==> config.mk <==
export PLATFORM = sky130hd
export DESIGN_NAME = pc_sequencer
export DESIGN_NICKNAME = d
export VERILOG_FILES = /design/src/rtl/pc_seq_pkg.sv /design/src/rtl/pc_sequencer_ras_stack.sv /design/src/rtl/pc_sequencer.sv
export SDC_FILE = /design/constraint.sdc
export NUM_CORES = 1
export LEC_CHECK = 0
export ABC_AREA = 0
export ABC_CLOCK_PERIOD_IN_PS = 5900
export CAP_MARGIN = 20
export CORE_MARGIN = 2
export CORE_UTILIZATION = 45
export CTS_BUF_LIST = sky130_fd_sc_hd__clkbuf_16
export DETAILED_ROUTE_END_ITERATION = 10
export GPL_ROUTABILITY_DRIVEN = 0
export PLACE_DENSITY = 0.69
export SETUP_SLACK_MARGIN = 0.2
export SLEW_MARGIN = 20
export SYNTH_ARGS = -nofsm -noshare
export SYNTH_HDL_FRONTEND = slang
export SYNTH_SLANG_ARGS = --single-unit
==> constraint.sdc <==
create_clock -name clk -period 5.9 [get_ports clk]
set_clock_uncertainty 0.1 [all_clocks]
set_input_delay 1.18 -clock clk [delete_from_list [all_inputs] [get_ports clk]]
set_output_delay 1.18 -clock clk [all_outputs]
set_load 0.005 [all_outputs]
==> src/rtl/pc_seq_pkg.sv <==
// Shared types and sizing helpers for the program sequencer and its return-address stack.
package pc_seq_pkg;

  typedef enum logic [2:0] {
    OP_NEXT   = 3'd0,
    OP_BRANCH = 3'd1,
    OP_JUMP   = 3'd2,
    OP_CALL   = 3'd3,
    OP_RET    = 3'd4,
    OP_CLR    = 3'd5,
    OP_HALT   = 3'd6,
    OP_RSVD   = 3'd7
  } seq_op_e;

  typedef enum logic [1:0] {
    ST_IDLE  = 2'd0,
    ST_FETCH = 2'd1,
    ST_EXEC  = 2'd2,
    ST_HALT  = 2'd3
  } state_e;

  localparam int RAS_DEPTH_DEF = 4;

  function automatic int ptr_w(input int depth);
    return (depth > 1) ? $clog2(depth) : 1;
  endfunction

  localparam int RAS_PTR_W = ptr_w(RAS_DEPTH_DEF);

endpackage

==> src/rtl/pc_sequencer_ras_stack.sv <==
// Return-address stack: LIFO of DEPTH entries, top-of-stack visible combinationally on dout.
module ras_stack
  import pc_seq_pkg::*;
#(
  parameter int DEPTH = RAS_DEPTH_DEF,
  parameter int W     = 16
) (
  input  logic         clk,
  input  logic         rst,
  input  logic         push,
  input  logic         pop,
  input  logic         clr,
  input  logic [W-1:0] din,
  output logic [W-1:0] dout,
  output logic         full,
  output logic         empty
);

  localparam int PTR_W = ptr_w(DEPTH);

  logic [W-1:0]     mem [DEPTH];
  logic [PTR_W:0]   cnt;
  logic [PTR_W-1:0] wr_idx;
  logic [PTR_W-1:0] top_idx;
  logic             do_push;

  assign wr_idx  = cnt[PTR_W-1:0];
  assign top_idx = PTR_W'(cnt - 1'b1);
  assign full    = (cnt == (PTR_W+1)'(DEPTH));
  assign empty   = (cnt == '0);
  assign dout    = mem[top_idx];
  assign do_push = push && !full && !clr;

  always_ff @(posedge clk or posedge rst) begin
    if (rst)
      cnt <= '0;
    else if (clr)
      cnt <= '0;
    else if (do_push)
      cnt <= cnt + 1'b1;
    else if (pop && !empty)
      cnt <= cnt - 1'b1;
  end

  // Entries above the count are never read, so the storage needs no reset.
  always_ff @(posedge clk) begin
    if (do_push)
      mem[wr_idx] <= din;
  end

endmodule

==> src/rtl/pc_sequencer.sv <==
// Program sequencer: fetches over req/ack, holds PC/IR, and applies controller sequencing commands.
module pc_sequencer
  import pc_seq_pkg::*;
#(
  parameter int PC_W      = 16,
  parameter int INST_W    = 16,
  parameter int OFF_W     = 8,
  parameter int RAS_DEPTH = RAS_DEPTH_DEF
) (
  input  logic              clk,
  input  logic              rst,
  output logic [PC_W-1:0]   imem_addr,
  output logic              imem_req,
  input  logic              imem_ack,
  input  logic [INST_W-1:0] imem_data,
  output logic [INST_W-1:0] ir,
  output logic              ir_valid,
  output logic [PC_W-1:0]   pc,
  input  logic              seq_en,
  input  logic [2:0]        seq_op,
  input  logic              cond,
  input  logic [OFF_W-1:0]  offset,
  input  logic [PC_W-1:0]   target,
  output logic              halted,
  output logic              ras_ovf,
  output logic              ras_unf
);

  // state | meaning
  // IDLE  | one cycle after reset before the first fetch
  // FETCH | imem_req held at pc until imem_ack
  // EXEC  | ir presented, waiting for a seq_en command
  // HALT  | stopped, only rst leaves

  state_e          state, state_nx;
  seq_op_e         op;
  logic [PC_W-1:0] iaddr;
  logic [PC_W-1:0] br_target;
  logic [PC_W-1:0] stk_dout;
  logic            fetch_done;
  logic            exec_cmd;
  logic            stk_push, stk_pop, stk_clr;
  logic            stk_full, stk_empty;

  assign op         = seq_op_e'(seq_op);
  assign br_target  = iaddr + PC_W'(signed'(offset));
  assign fetch_done = (state == ST_FETCH) && imem_ack;

  always_ff @(posedge clk or posedge rst) begin
    if (rst)
      state <= ST_IDLE;
    else
      state <= state_nx;
  end

  always_comb begin
    state_nx = state;
    case (state)
      ST_IDLE:  state_nx = ST_FETCH;
      ST_FETCH: if (imem_ack) state_nx = ST_EXEC;
      ST_EXEC:  if (seq_en) state_nx = (op == OP_HALT) ? ST_HALT : ST_FETCH;
      ST_HALT:  state_nx = ST_HALT;
      default:  state_nx = ST_IDLE;
    endcase
  end

  always_comb begin
    imem_req  = (state == ST_FETCH);
    imem_addr = pc;
    halted    = (state == ST_HALT);
    exec_cmd  = (state == ST_EXEC) && seq_en;
    stk_push  = exec_cmd && (op == OP_CALL);
    stk_pop   = exec_cmd && (op == OP_RET) && !stk_empty;
    stk_clr   = exec_cmd && (op == OP_CLR);
  end

  // In EXEC pc already holds iaddr+1, so NEXT and the reserved opcode need no action.
  always_ff @(posedge clk or posedge rst) begin
    if (rst) begin
      pc       <= '0;
      iaddr    <= '0;
      ir       <= '0;
      ir_valid <= 1'b0;
      ras_ovf  <= 1'b0;
      ras_unf  <= 1'b0;
    end else begin
      ir_valid <= fetch_done;
      if (fetch_done) begin
        ir    <= imem_data;
        iaddr <= pc;
        pc    <= pc + PC_W'(1);
      end
      if (exec_cmd) begin
        case (op)
          OP_BRANCH: if (cond) pc <= br_target;
          OP_JUMP:   pc <= target;
          OP_CALL: begin
            pc <= target;
            if (stk_full) ras_ovf <= 1'b1;
          end
          OP_RET: begin
            if (stk_empty) ras_unf <= 1'b1;
            else           pc <= stk_dout;
          end
          OP_CLR:    pc <= '0;
          default:   ;
        endcase
      end
    end
  end

  ras_stack #(
    .DEPTH (RAS_DEPTH),
    .W     (PC_W)
  ) u_ras (
    .clk   (clk),
    .rst   (rst),
    .push  (stk_push),
    .pop   (stk_pop),
    .clr   (stk_clr),
    .din   (iaddr + PC_W'(1)),
    .dout  (stk_dout),
    .full  (stk_full),
    .empty (stk_empty)
  );

endmodule

### After elaboration in Yosys (flattened, before gate mapping)

Memory sizes are Yosys's and may differ from the RTL's.
Cells that the tools add are included.

* input bits: 48
* flip-flop bits (word level): 56
* RAM bits: 64
* output and inout port bits: 53
* word-level logic and storage cells: 59
* memories kept: 1

Memory list
* u_ras.mem: depth 4, width 16, read ports 1, clocked after memory_dff 0, wr ports 1, RTL line pc_sequencer_ras_stack.sv:21 `logic [W-1:0] mem [DEPTH];`

* reduce and logical (&&, ||, !) cells: 19
* muxes and demuxes: 14
* $add $sub $neg: 5
* equality and inequality tests: 12

Operator list (count)
* two-way mux 16 bit: 4
* case mux 16 bit (4 select lines): 1
* adder 16 x 1 -> 16 bit, second input constant: 2
* adder 16 bit: 1
* equality test 3 bit, second input constant: 4
* logical AND 1 bit: 9
* two-way mux 3 bit: 3
* case mux 2 bit (4 select lines): 1
* equality test 3 x 2 -> 1 bit, second input constant: 2
* two-way mux 2 bit: 3
* AND reduction 3 bit: 2
* equality test 2 bit, second input constant: 2
* adder 3 x 1 -> 3 bit, second input constant: 1
* equality test 3 x 1 -> 1 bit, second input constant: 1
* zero test 1 bit: 3
* zero test 3 bit: 1
* nonzero test 3 bit: 1
* subtractor 3 x 1 -> 3 bit, second input constant: 1
* equality test 2 x 1 -> 1 bit, second input constant: 1
* zero test 2 bit: 1
* two-way mux 1 bit: 2
* != test 2 x 1 -> 1 bit, second input constant: 1
* != test 2 bit, second input constant: 1
* AND reduction 2 bit: 1
* OR reduction 2 bit: 1

### Longest topological paths before layout

* word-level depth: 8
* gate-level depth with buffers: 12
* mapped depth without buffers: 10

### Cells and area by module

From an unflattened synthesis, not the netlist that was laid out.

* cell total of the unflattened synthesis: 570
* area total of the unflattened synthesis: 6373.6 µm²

By module, submodules not included
* pc_sequencer: times used 1, area each 3716.1 µm², seq. area each 1326.3 µm², cells each 449
* ras_stack: times used 1, area each 2657.5 µm², seq. area each 1996.9 µm², cells each 121

### Worst setup path before layout

Ideal clock, no wire load.

* path type: input port to flip-flop
* start point: input port offset[0]
* end point: register pc[10], in the netlist imem_addr[10]
* data arrival time: 2835 ps
* cell stages on the path: 10
* data required time: 5665 ps
* setup slack: 2830 ps
* path buffers: 0
* setup time: 135 ps
* cells stage by stage: ha_1 -> inv_1 -> fa_1 -> nor2b_1 -> o31a_1 -> o21ai_1 -> o221ai_1 -> xor2_1 -> a211oi_1 -> o22ai_1

* word-level cells in the longest chain between the ends: 4

RTL lines
* start, declared: RTL line pc_sequencer.sv:22 `input logic [OFF_W-1:0] offset,`
* adder 16 bit: RTL line pc_sequencer.sv:46 `assign br_target = iaddr + PC_W'(signed'(offset));`
* two-way mux 16 bit: RTL line pc_sequencer.sv:95 `OP_BRANCH: if (cond) pc <= br_target;`
* case mux 16 bit (4 select lines): RTL line pc_sequencer.sv:94 `case (op)`
* two-way mux 16 bit: RTL line pc_sequencer.sv:93 `if (exec_cmd) begin`
* end signal, assigned: RTL line pc_sequencer.sv:95
* end signal, assigned: RTL line pc_sequencer.sv:96 `OP_JUMP: pc <= target;`
* end signal, assigned: RTL line pc_sequencer.sv:98 `pc <= target;`
* end, declared: RTL line pc_sequencer.sv:18 `output logic [PC_W-1:0] pc,`

No other way between the ends.
A chain may end at the register's enable or synchronous reset.

### Worst setup path in the final report

* start point: input port offset[7]
* end point: register pc[13], in the netlist imem_addr[13]

Same word-level chain as after synthesis.

==> impl_results.md <==
* Die W at 124 um
* Pin count of the biggest net entering global routing at 57
* Buffer depth of the longest clock path at 2
* Pwr Total at 0.00295 W
* Initial DRC count at 495
* Final Hold Fails at 0
* ANT nets after route at 0
* Min-Delay Path Class: reg -> reg
* MaxCap Viol Count at 0
* Switch share at 27.8%
* Register area share after synthesis at 51.4%
* Via count at 4906
* VDD IR-drop max at 0.207 mV
* Ports at 101
* Detailed-route DRC error count at 0
* Initial antenna violation count at 0
* Total wire length at 16400 um
* Initial DRT Pass Iterations at 5
* Hold depth at 1
* Post-synth top flop: edfxtp_1
* Clock power frac at 35.2%
* Commonest cells post-synth: nand2_1 (114), edfxtp_1 (64), dfrtp_1 (56), nor2_1 (32), xnor2_1 (26)
* Status: complete, no violations
* Global-route wire length before repair at 24900 um
* Leakage at 3.28 nW
* Yosys top cell area share at 29.7%
* Post-CTS setup buffers at 0
* Synthesized flop and latch total at 120
* Synth top area cells: edfxtp_1 (30%), dfrtp_1 (22%), nand2_1 (6.6%)
* CTS clk-pin slew, worst paths at 0.06 ns
* Port Buffer Count at 100
* CTS H-tree lvls at 4
* Post-synthesis cell count at 584
* CP required at 6.12 ns
* Setup Viol. Count Final at 0
* Switching pwr at 0.000821 W
* Clk_lat worst skew at 0.42 ns
* Mapped Area at 6470 um^2
* Share of power burned in registers at 38.3%
* Sinks on Clock Net at 120
* Post-DP HPWL at 11800 um
* Tcrit/Tclk final at 59.6%
* Routed len/inst at 19.0 um
* Vias in the first global route at 4726
* Root Driver: clkbuf_16
* Layout cell share with drive strength beyond 1 at 9.25%
* Max Slew Vio Count at 0
* # diodes at 0
* WP data arrival at 3.74 ns
* Syn_nets at 656
* Final Critical Period at 3.52 ns
* Worst R2R Setup Slack at 2.86 ns
* Ys Warns at 0
* Initial Util at 46.4%
* Crit. End Element: flop
* Ys async rst share at 46.7%
* Grt total ovfl at 0
* Pwr Density at 365 nW/um^2
* Worst rel slew slack at 41.8%
* Comb pwr share at 26.5%
* Synth-to-layout area growth at 24.9%
* Synth area leader: edfxtp_1
* Nets@finish at 740
* CORE AREA at 13900 um^2
* Critical-path maximum fanout at 9
* Internal power at 0.00213 W
* CTS Hold Bufs at 0
* Max frequency at 284 MHz
* Worst Tran Pin Value at 0.870 ns
* CTS buffer count at 17
* Setup tns final at 0 ns
* Cts repair resizes at 0
* Top-count cell post-synth: nand2_1
* Rows at 43
* Total die area at 15400 um^2
* Number of flops mapped to enable cells by yosys at 64
* Setup crit start kind: input port
* CP Class: in -> reg
* GRT Util Overall at 22.3%
* Via/cell ratio at 5.70
* RSZ-0062 raised after global routing: no
* R2R cell count at 7
* Synthesized area per cell at 11.1 um^2
* Synth cell types at 69
* CTS tree: done
* Die height at 124 um
-- cell type report --
class / count / area [um^2]
repair buffers: 104 / 1030
well taps: 180 / 225
flip-flops and latches: 120 / 3320
multi-input cells: 411 / 2850
clock inverters: 15 / 169
fillers: 1077 / 5860
inverters: 14 / 52.6
clock buffers: 17 / 425
-- stage by stage --
stage	util [%]	instance area, um^2	cells	setup slack, ns	hold slack [ns]
6_report	58.0	8080	861	2.38	0.360
2_1_floorplan	-	6470	584	2.83	0.351
3_3_place_gp	53.7	7480	829	2.02	0.346
3_5_place_dp	53.7	7480	829	1.97	0.354
4_1_cts	58.0	8080	861	2.39	0.367
5_1_grt	58.0	8080	861	2.21	0.396
-- worst paths after layout --
check                             start             to
max                           offset[7]  imem_addr[13]
min                             ras_unf        ras_unf
max reg2reg                u_ras.cnt[0]  imem_addr[10]
min reg2reg                     ras_unf        ras_unf
max in group asynchronous           rst  imem_addr[14]
min in group asynchronous           rst   imem_addr[0]
-- power groups by stage --
stage / Clock [W] / Combinational, W / Sequential [W]
finish: 0.00104 / 0.000782 / 0.00113
global route: 0.00109 / 0.000866 / 0.00114
CTS: 0.00106 / 0.000784 / 0.00113
detailed placement: 0 / 0.000780 / 0.00114
global placement: 0 / 0.000765 / 0.00113
floorplan: 0 / 0.000464 / 0.00112
-- registers in the layout (all words and copies together), names as in the netlist --
register and count:
u_ras.mem 64, ir 16, state 2, u_ras.cnt 3, ras_ovf 1, iaddr 16, ir_valid 1, imem_addr 16
ras_unf 1
-- routing by layer --
| metal | track usage, % | up-vias | wire (um) |
|---|---|---|---|
| met4 | 11.2 | 0 | 557 |
| met3 | 4.40 | 39 | 1020 |
| li1 | - | 2287 | - |
| met5 | 0 | - | 0 |
| met2 | 35.0 | 210 | 7480 |
| met1 | 29.8 | 2370 | 7300 |
-- cell usage in the layout, fill, tap and decap left out, types with 4 or more instances in the layout --
| cell | n |
|---|---|
| nand2_1 | 114 |
| clkdlybuf4s50_1 | 100 |
| edfxtp_1 | 64 |
| dfrtp_1 | 56 |
| nor2_1 | 32 |
| xnor2_1 | 26 |
| a21oi_1 | 24 |
| ha_1 | 23 |
| clkbuf_16 | 17 |
| inv_1 | 16 |
| mux4_2 | 16 |
| nand3_1 | 15 |
| xor2_1 | 15 |
| o22ai_1 | 14 |
| o21ai_0 | 12 |
| nor2b_1 | 8 |
| nor3_1 | 8 |
| and3_1 | 8 |
| a211oi_1 | 7 |
| and2_1 | 6 |
| a222oi_1 | 6 |
| nand4_1 | 5 |
| or3_1 | 4 |
| o21a_1 | 4 |
| bufinv_16 | 4 |
| buf_4 | 4 |
-- cells by family after synthesis --
| family | Yosys count | synth area share (%) |
|---|---|---|
| buffers and inverters | 53 | 4.56 |
| flip-flops | 120 | 51.4 |
| adder cells (fa/ha/maj) | 24 | 4.76 |
| multiplexers | 18 | 5.88 |
| XOR/XNOR | 41 | 5.55 |
| AND/OR/NAND/NOR | 221 | 16.0 |
| AO/OA/AOI/OAI | 107 | 11.9 |
-- worst max-delay path: stages --
cell	delay [ns]
clkdlybuf4s50_1	0.61
ha_1	0.47
a21oi_1	0.32
o211ai_1	0.17
a31o_1	0.25
a41o_1	0.22
a21oi_1	0.18
xor2_1	0.10
a211oi_1	0.24
(Power assumes the default switching activity.)
==> patch 1, RTL diff (same settings) <==
Set the package constant `RAS_DEPTH_DEF` to 2 (it was 4).
--- a/src/rtl/pc_seq_pkg.sv
+++ b/src/rtl/pc_seq_pkg.sv
@@ -19,7 +19,7 @@
     ST_HALT  = 2'd3
   } state_e;
 
-  localparam int RAS_DEPTH_DEF = 4;
+  localparam int RAS_DEPTH_DEF = 2;
 
   function automatic int ptr_w(input int depth);
     return (depth > 1) ? $clog2(depth) : 1;
Check against the original RTL: not equivalent (Yosys sat finds a counterexample within 10 cycles, from zero or initial values and one cycle with rst high).
==> patch 1 against the original RTL <==
- combinational power decreased by 28%
- sequential cell count decreased by 33
- worst setup slack improved by 0.080 ns
- via count shrank 20%
- total power is 35% lower
- non-clock buffer count is the same
- worst hold slack better by 0.0010 ns
- area after synthesis is 22% lower
- routed wire length shrank 19%
- final cell count shrank 21%
- final area down 21%
- clock power fell by 49%
- sequential share of layout area is 4.3 points lower
- largest cell class is now multi-input combinational cells
==> patch 1: results (changes against the original RTL) <==
INFO  metric power.density_cell_area = 303.5 nW/um2 (-17%)
INFO  metric post_synth.cell_area_avg = 11.20 um2 (+1.1%)
INFO  metric viasPerCell = 5.764 (+1.2%)
INFO  metric total_leakage_power = 2.578 nW (-21%)
INFO  metric fin_nets = 604 (-18%)
INFO  metric yosys.area_share.xor_xnor = 7.109% (+1.6 points)
INFO  metric worstPathArrival = 3.54 ns (-0.20 ns)
INFO  metric outcome = completed
INFO  metric synthArstFlopShare = 63.22% (+17 points)
INFO  metric largest_reg_flops = 32 (-50%)
INFO  metric synthMuxAreaShare = 9.908% (+4.0 points)
INFO  metric clk-insertion-delay-late = 0.34 ns (-0.08 ns)
INFO  metric vdd.ir_drop.worst = 0.0001558 V (-25%)
INFO  metric fraction_of_the_mapped_netlist_area_in_compound_gates = 13.67% (+1.8 points)
INFO  metric critPathSlowestCell = sky130_fd_sc_hd__nor3_4
INFO  metric grtUsageTotal = 23.04% (+0.69 points)
INFO  metric r2r_end = imem_addr[9]
INFO  metric cts_htree_levels = 3 (-1)
INFO  metric timing.critical_path.max_delay_family = simple AND/OR/NAND/NOR gates
INFO  metric drt_first_iter_violations = 192 (-61%)
INFO  metric final.hold.worst_slack = 0.3612 ns (+0.001043 ns)
INFO  metric dr.pass1.iters = 4 (-1)
INFO  metric post_synth_main_area_contributors = sky130_fd_sc_hd__dfrtp_1 27%, sky130_fd_sc_hd__edfxtp_1 19%, sky130_fd_sc_hd__mux2_2 8.9%
INFO  metric grt_pass1_wl = 20770 um (-17%)
INFO  metric yosys.area_share.adder = 5.103% (+0.34 points)
INFO  metric tritoncts.num_buffers = 9 (-8)
INFO  metric timing.max_slew.rel_slack = 28.94% (-13 points)
INFO  metric synth_fp_nets = 519 (-21%)
INFO  metric r2r_slack = 2.54 ns (-0.32 ns)
INFO  metric dpl.hpwl = 9367 um (-20%)
INFO  metric post_route_cells_drive_above_1_share = 13.86% (+4.6 points)
==> patch 1: cell types whose count changed after synthesis, moves of 5 or more <==
cell	unedited run	this run
sky130_fd_sc_hd__a211oi_1	7	2
sky130_fd_sc_hd__nor3_1	8	3
sky130_fd_sc_hd__o22ai_1	14	8
sky130_fd_sc_hd__nand2_1	114	36
sky130_fd_sc_hd__a21o_1	2	9
sky130_fd_sc_hd__edfxtp_1	64	32
sky130_fd_sc_hd__mux2_2	0	40
sky130_fd_sc_hd__nor2_1	32	13
sky130_fd_sc_hd__clkbuf_1	14	3
sky130_fd_sc_hd__mux4_2	16	0
==> patch 1: stage by stage <==
stage	power [mW]	instance area [um2]	setup WS [ns]
4_1_cts	1.936	6349	2.507
3_5_place_dp	1.405	6075	2.144
6_report	1.926	6349	2.462
3_3_place_gp	1.390	6075	2.220
2_1_floorplan	1.123	5051	2.829
5_1_grt	2.031	6349	2.300
==> patch 1: cell families after synthesis <==
family / count (synthesis)
buffers and inverters: 41
xor gates and xnor gates: 41
adders and majority gates: 20
AOI/OAI and AO/OA: 101
DFF: 87
muxes: 45
and+or+nand+nor: 116
==> patch 1: how the worst max path moves through the flow <==
stage | startpoint | endpoint | cells after the start
6_report | seq_en | imem_addr[12] | 8
5_1_grt | seq_en | imem_addr[12] | 8
4_1_cts | seq_en | imem_addr[12] | 8
3_5_place_dp | seq_en | imem_addr[12] | 8
3_3_place_gp | offset[0] | imem_addr[14] | 11
2_1_floorplan | seq_op[1] | u_ras.mem[0][0] | 5
==> patch 1: per-layer routing <==
| layer | global-route usage (%) | vias to the layer above | part of all wire, % |
|---|---|---|---|
| li1 | - | 1822 | - |
| met1 | 30.84 | 1938 | 44 |
| met2 | 36.02 | 144 | 47 |
| met3 | 5.631 | 21 | 6.8 |
| met4 | 8.951 | 0 | 1.8 |
| met5 | 0 | - | 0 |
==> patch 1: final cells by class <==
cell class              count  area share [%]
clock buffers               9           3.547
well taps                 140           2.759
clock inverters             7          0.7686
inverters                  11          0.6504
repair buffers            104           16.24
multi-input cells         323           39.22
flip-flops and latches     87           36.82
==> patch 1: where the power goes <==
group | total (mW) | switching, mW | internal, mW
clock | 0.528 | 0.242 | 0.285
sequential | 0.838 | 0.118 | 0.720
combinational | 0.561 | 0.223 | 0.338
total | 1.93 | 0.583 | 1.34
==> patch 2, RTL diff (config.mk and constraints unchanged) <==
Without the edit above. Put one more register stage on the output `ras_ovf`, with the module's reset. The value now appears one clock later. The other outputs are not delayed to match.
--- a/src/rtl/pc_sequencer.sv
+++ b/src/rtl/pc_sequencer.sv
@@ -25,6 +25,8 @@
   output logic              ras_ovf,
   output logic              ras_unf
 );
+
+  logic ras_ovf_s0;
 
   // state | meaning
   // IDLE  | one cycle after reset before the first fetch
@@ -81,7 +83,7 @@
       iaddr    <= '0;
       ir       <= '0;
       ir_valid <= 1'b0;
-      ras_ovf  <= 1'b0;
+      ras_ovf_s0 <= 1'b0;
       ras_unf  <= 1'b0;
     end else begin
       ir_valid <= fetch_done;
@@ -96,7 +98,7 @@
           OP_JUMP:   pc <= target;
           OP_CALL: begin
             pc <= target;
-            if (stk_full) ras_ovf <= 1'b1;
+            if (stk_full) ras_ovf_s0 <= 1'b1;
           end
           OP_RET: begin
             if (stk_empty) ras_unf <= 1'b1;
@@ -124,5 +126,13 @@
     .empty (stk_empty)
   );
 
+  always_ff @(posedge clk or posedge rst) begin
+    if (rst) begin
+      ras_ovf <= '0;
+    end else begin
+      ras_ovf <= ras_ovf_s0;
+    end
+  end
+
 endmodule
 
Formal check against the unedited RTL: same outputs for any inputs over 10 cycles, from zero or initial values and one cycle with rst high; that may be too few to reach the edited logic, so the function may still have changed.
==> patch 2 against the original RTL <==
- non-clock buffer count stayed put
- worst hold slack worse by 0.051 ns
- sequential power hardly changed
- register-to-register slack worse by 0.06 ns
- worst setup slack better by 0.0018 ns
- global-route usage is 0.52 points lower
- count of clock-buffer cells in the layout stayed put
- area after synthesis is 0.39% higher
- critical path type unchanged
- final area is 0.79% higher
- sequential cell count is 1 higher
- highest routed layer unchanged
- critical endpoint unchanged
- via count is 0.24% lower
- routed wire length is 1.1% lower
- total power is 2.9% higher
==> patch 2: results (changes against the original RTL) <==
INFO  metric drt_first_iter_violations = 477 (-3.6%)
INFO  metric post_synth_main_area_contributors = sky130_fd_sc_hd__edfxtp_1 30%, sky130_fd_sc_hd__dfrtp_1 22%, sky130_fd_sc_hd__nand2_1 6.6%
INFO  metric synthArstFlopShare = 47.11% (+0.44 points)
INFO  metric num-fill-cells = 1118 (+3.8%)
INFO  metric numClockSinks = 121 (+0.83%)
INFO  metric final.hold.worst_slack = 0.3091 ns (-0.05103 ns)
INFO  metric share_of_the_final_layout_cell_area_in_multi_input_gates = 35.01% (-0.28 points)
INFO  metric total_leakage_power = 3.290 nW (+0.46%)
INFO  metric grt.met1_usage = 28.83% (-0.97 points)
INFO  metric met3_wirelength = 1130 um (+11%)
INFO  metric viasPerCell = 5.677 (-0.36%)
INFO  metric timing.max_slew.rel_slack = 39.18% (-2.6 points)
INFO  metric synth_fp_nets = 657 (+0.15%)
INFO  metric r2r_slack = 2.80 ns (-0.06 ns)
INFO  metric largest_net_degree_at_the_start_of_global_routing = 58 (+1.8%)
INFO  metric hp-start = ras_ovf_s0
INFO  metric outcome = completed
INFO  metric met2WireLength = 7651 um (+2.3%)
INFO  metric dpl.hpwl = 11470 um (-2.4%)
INFO  metric fin_nets = 741 (+0.14%)
INFO  metric clockPowerShare = 36.6% (+1.4 points)
INFO  metric post_route_cells_drive_above_1_share = 9.824% (+0.57 points)
INFO  metric vdd.ir_drop.worst = 0.0002049 V (-1.2%)
INFO  metric fin_cells = 862 (+0.12%)
INFO  metric instance_count_after_placement_with_tap_cells_included = 830 (+0.12%)
INFO  metric area_share_nonclk_buffers = 12.67% (-0.10 points)
INFO  metric grt_util_met2 = 35.45% (+0.49 points)
INFO  metric grt_pass1_wl = 24750 um (-0.66%)
INFO  metric whs_path_depth = 0 (-1)
INFO  metric seq_share = 41.13% (about the same)
INFO  metric synth_top_cells_by_count = 114 x sky130_fd_sc_hd__nand2_1, 64 x sky130_fd_sc_hd__edfxtp_1, 57 x sky130_fd_sc_hd__dfrtp_1, 32 x sky130_fd_sc_hd__nor2_1, 26 x sky130_fd_sc_hd__xnor2_1
INFO  metric total_power = 3.036 mW (+2.9%)
INFO  metric power.switching = 0.8494 mW (+3.4%)
INFO  metric min_to = ras_ovf
==> patch 2: cell types whose count changed in the layout (fill, tap and decap cells not counted), sizes merged <==
cell | unedited run | this run
bufinv | 4 | 5
clkinvlp | 1 | 3
dfrtp | 56 | 57
inv | 18 | 15
==> patch 2: per-stage QoR <==
stage	utilization, %	instance area, um2	worst slack, ns
after detailed placement	53.67	7507	2.012
after global routing	58.19	8140	2.253
after global placement	53.67	7507	2.108
after floorplan	-	6494	2.830
after CTS	58.19	8140	2.438
final	58.19	8140	2.383
==> patch 2: cell families (layout without fill, tap and decap cells) <==
family | after synthesis | count (layout) | share of synthesized area [%]
AND/OR/NAND/NOR | 221 | 221 | 15.94
flip-flops | 121 | 121 | 51.56
AO/OA/AOI/OAI | 107 | 107 | 11.83
buffers and inverters | 53 | 150 | 4.547
XOR/XNOR | 41 | 41 | 5.530
adder cells (fa/ha/maj) | 24 | 24 | 4.740
multiplexers | 18 | 18 | 5.857
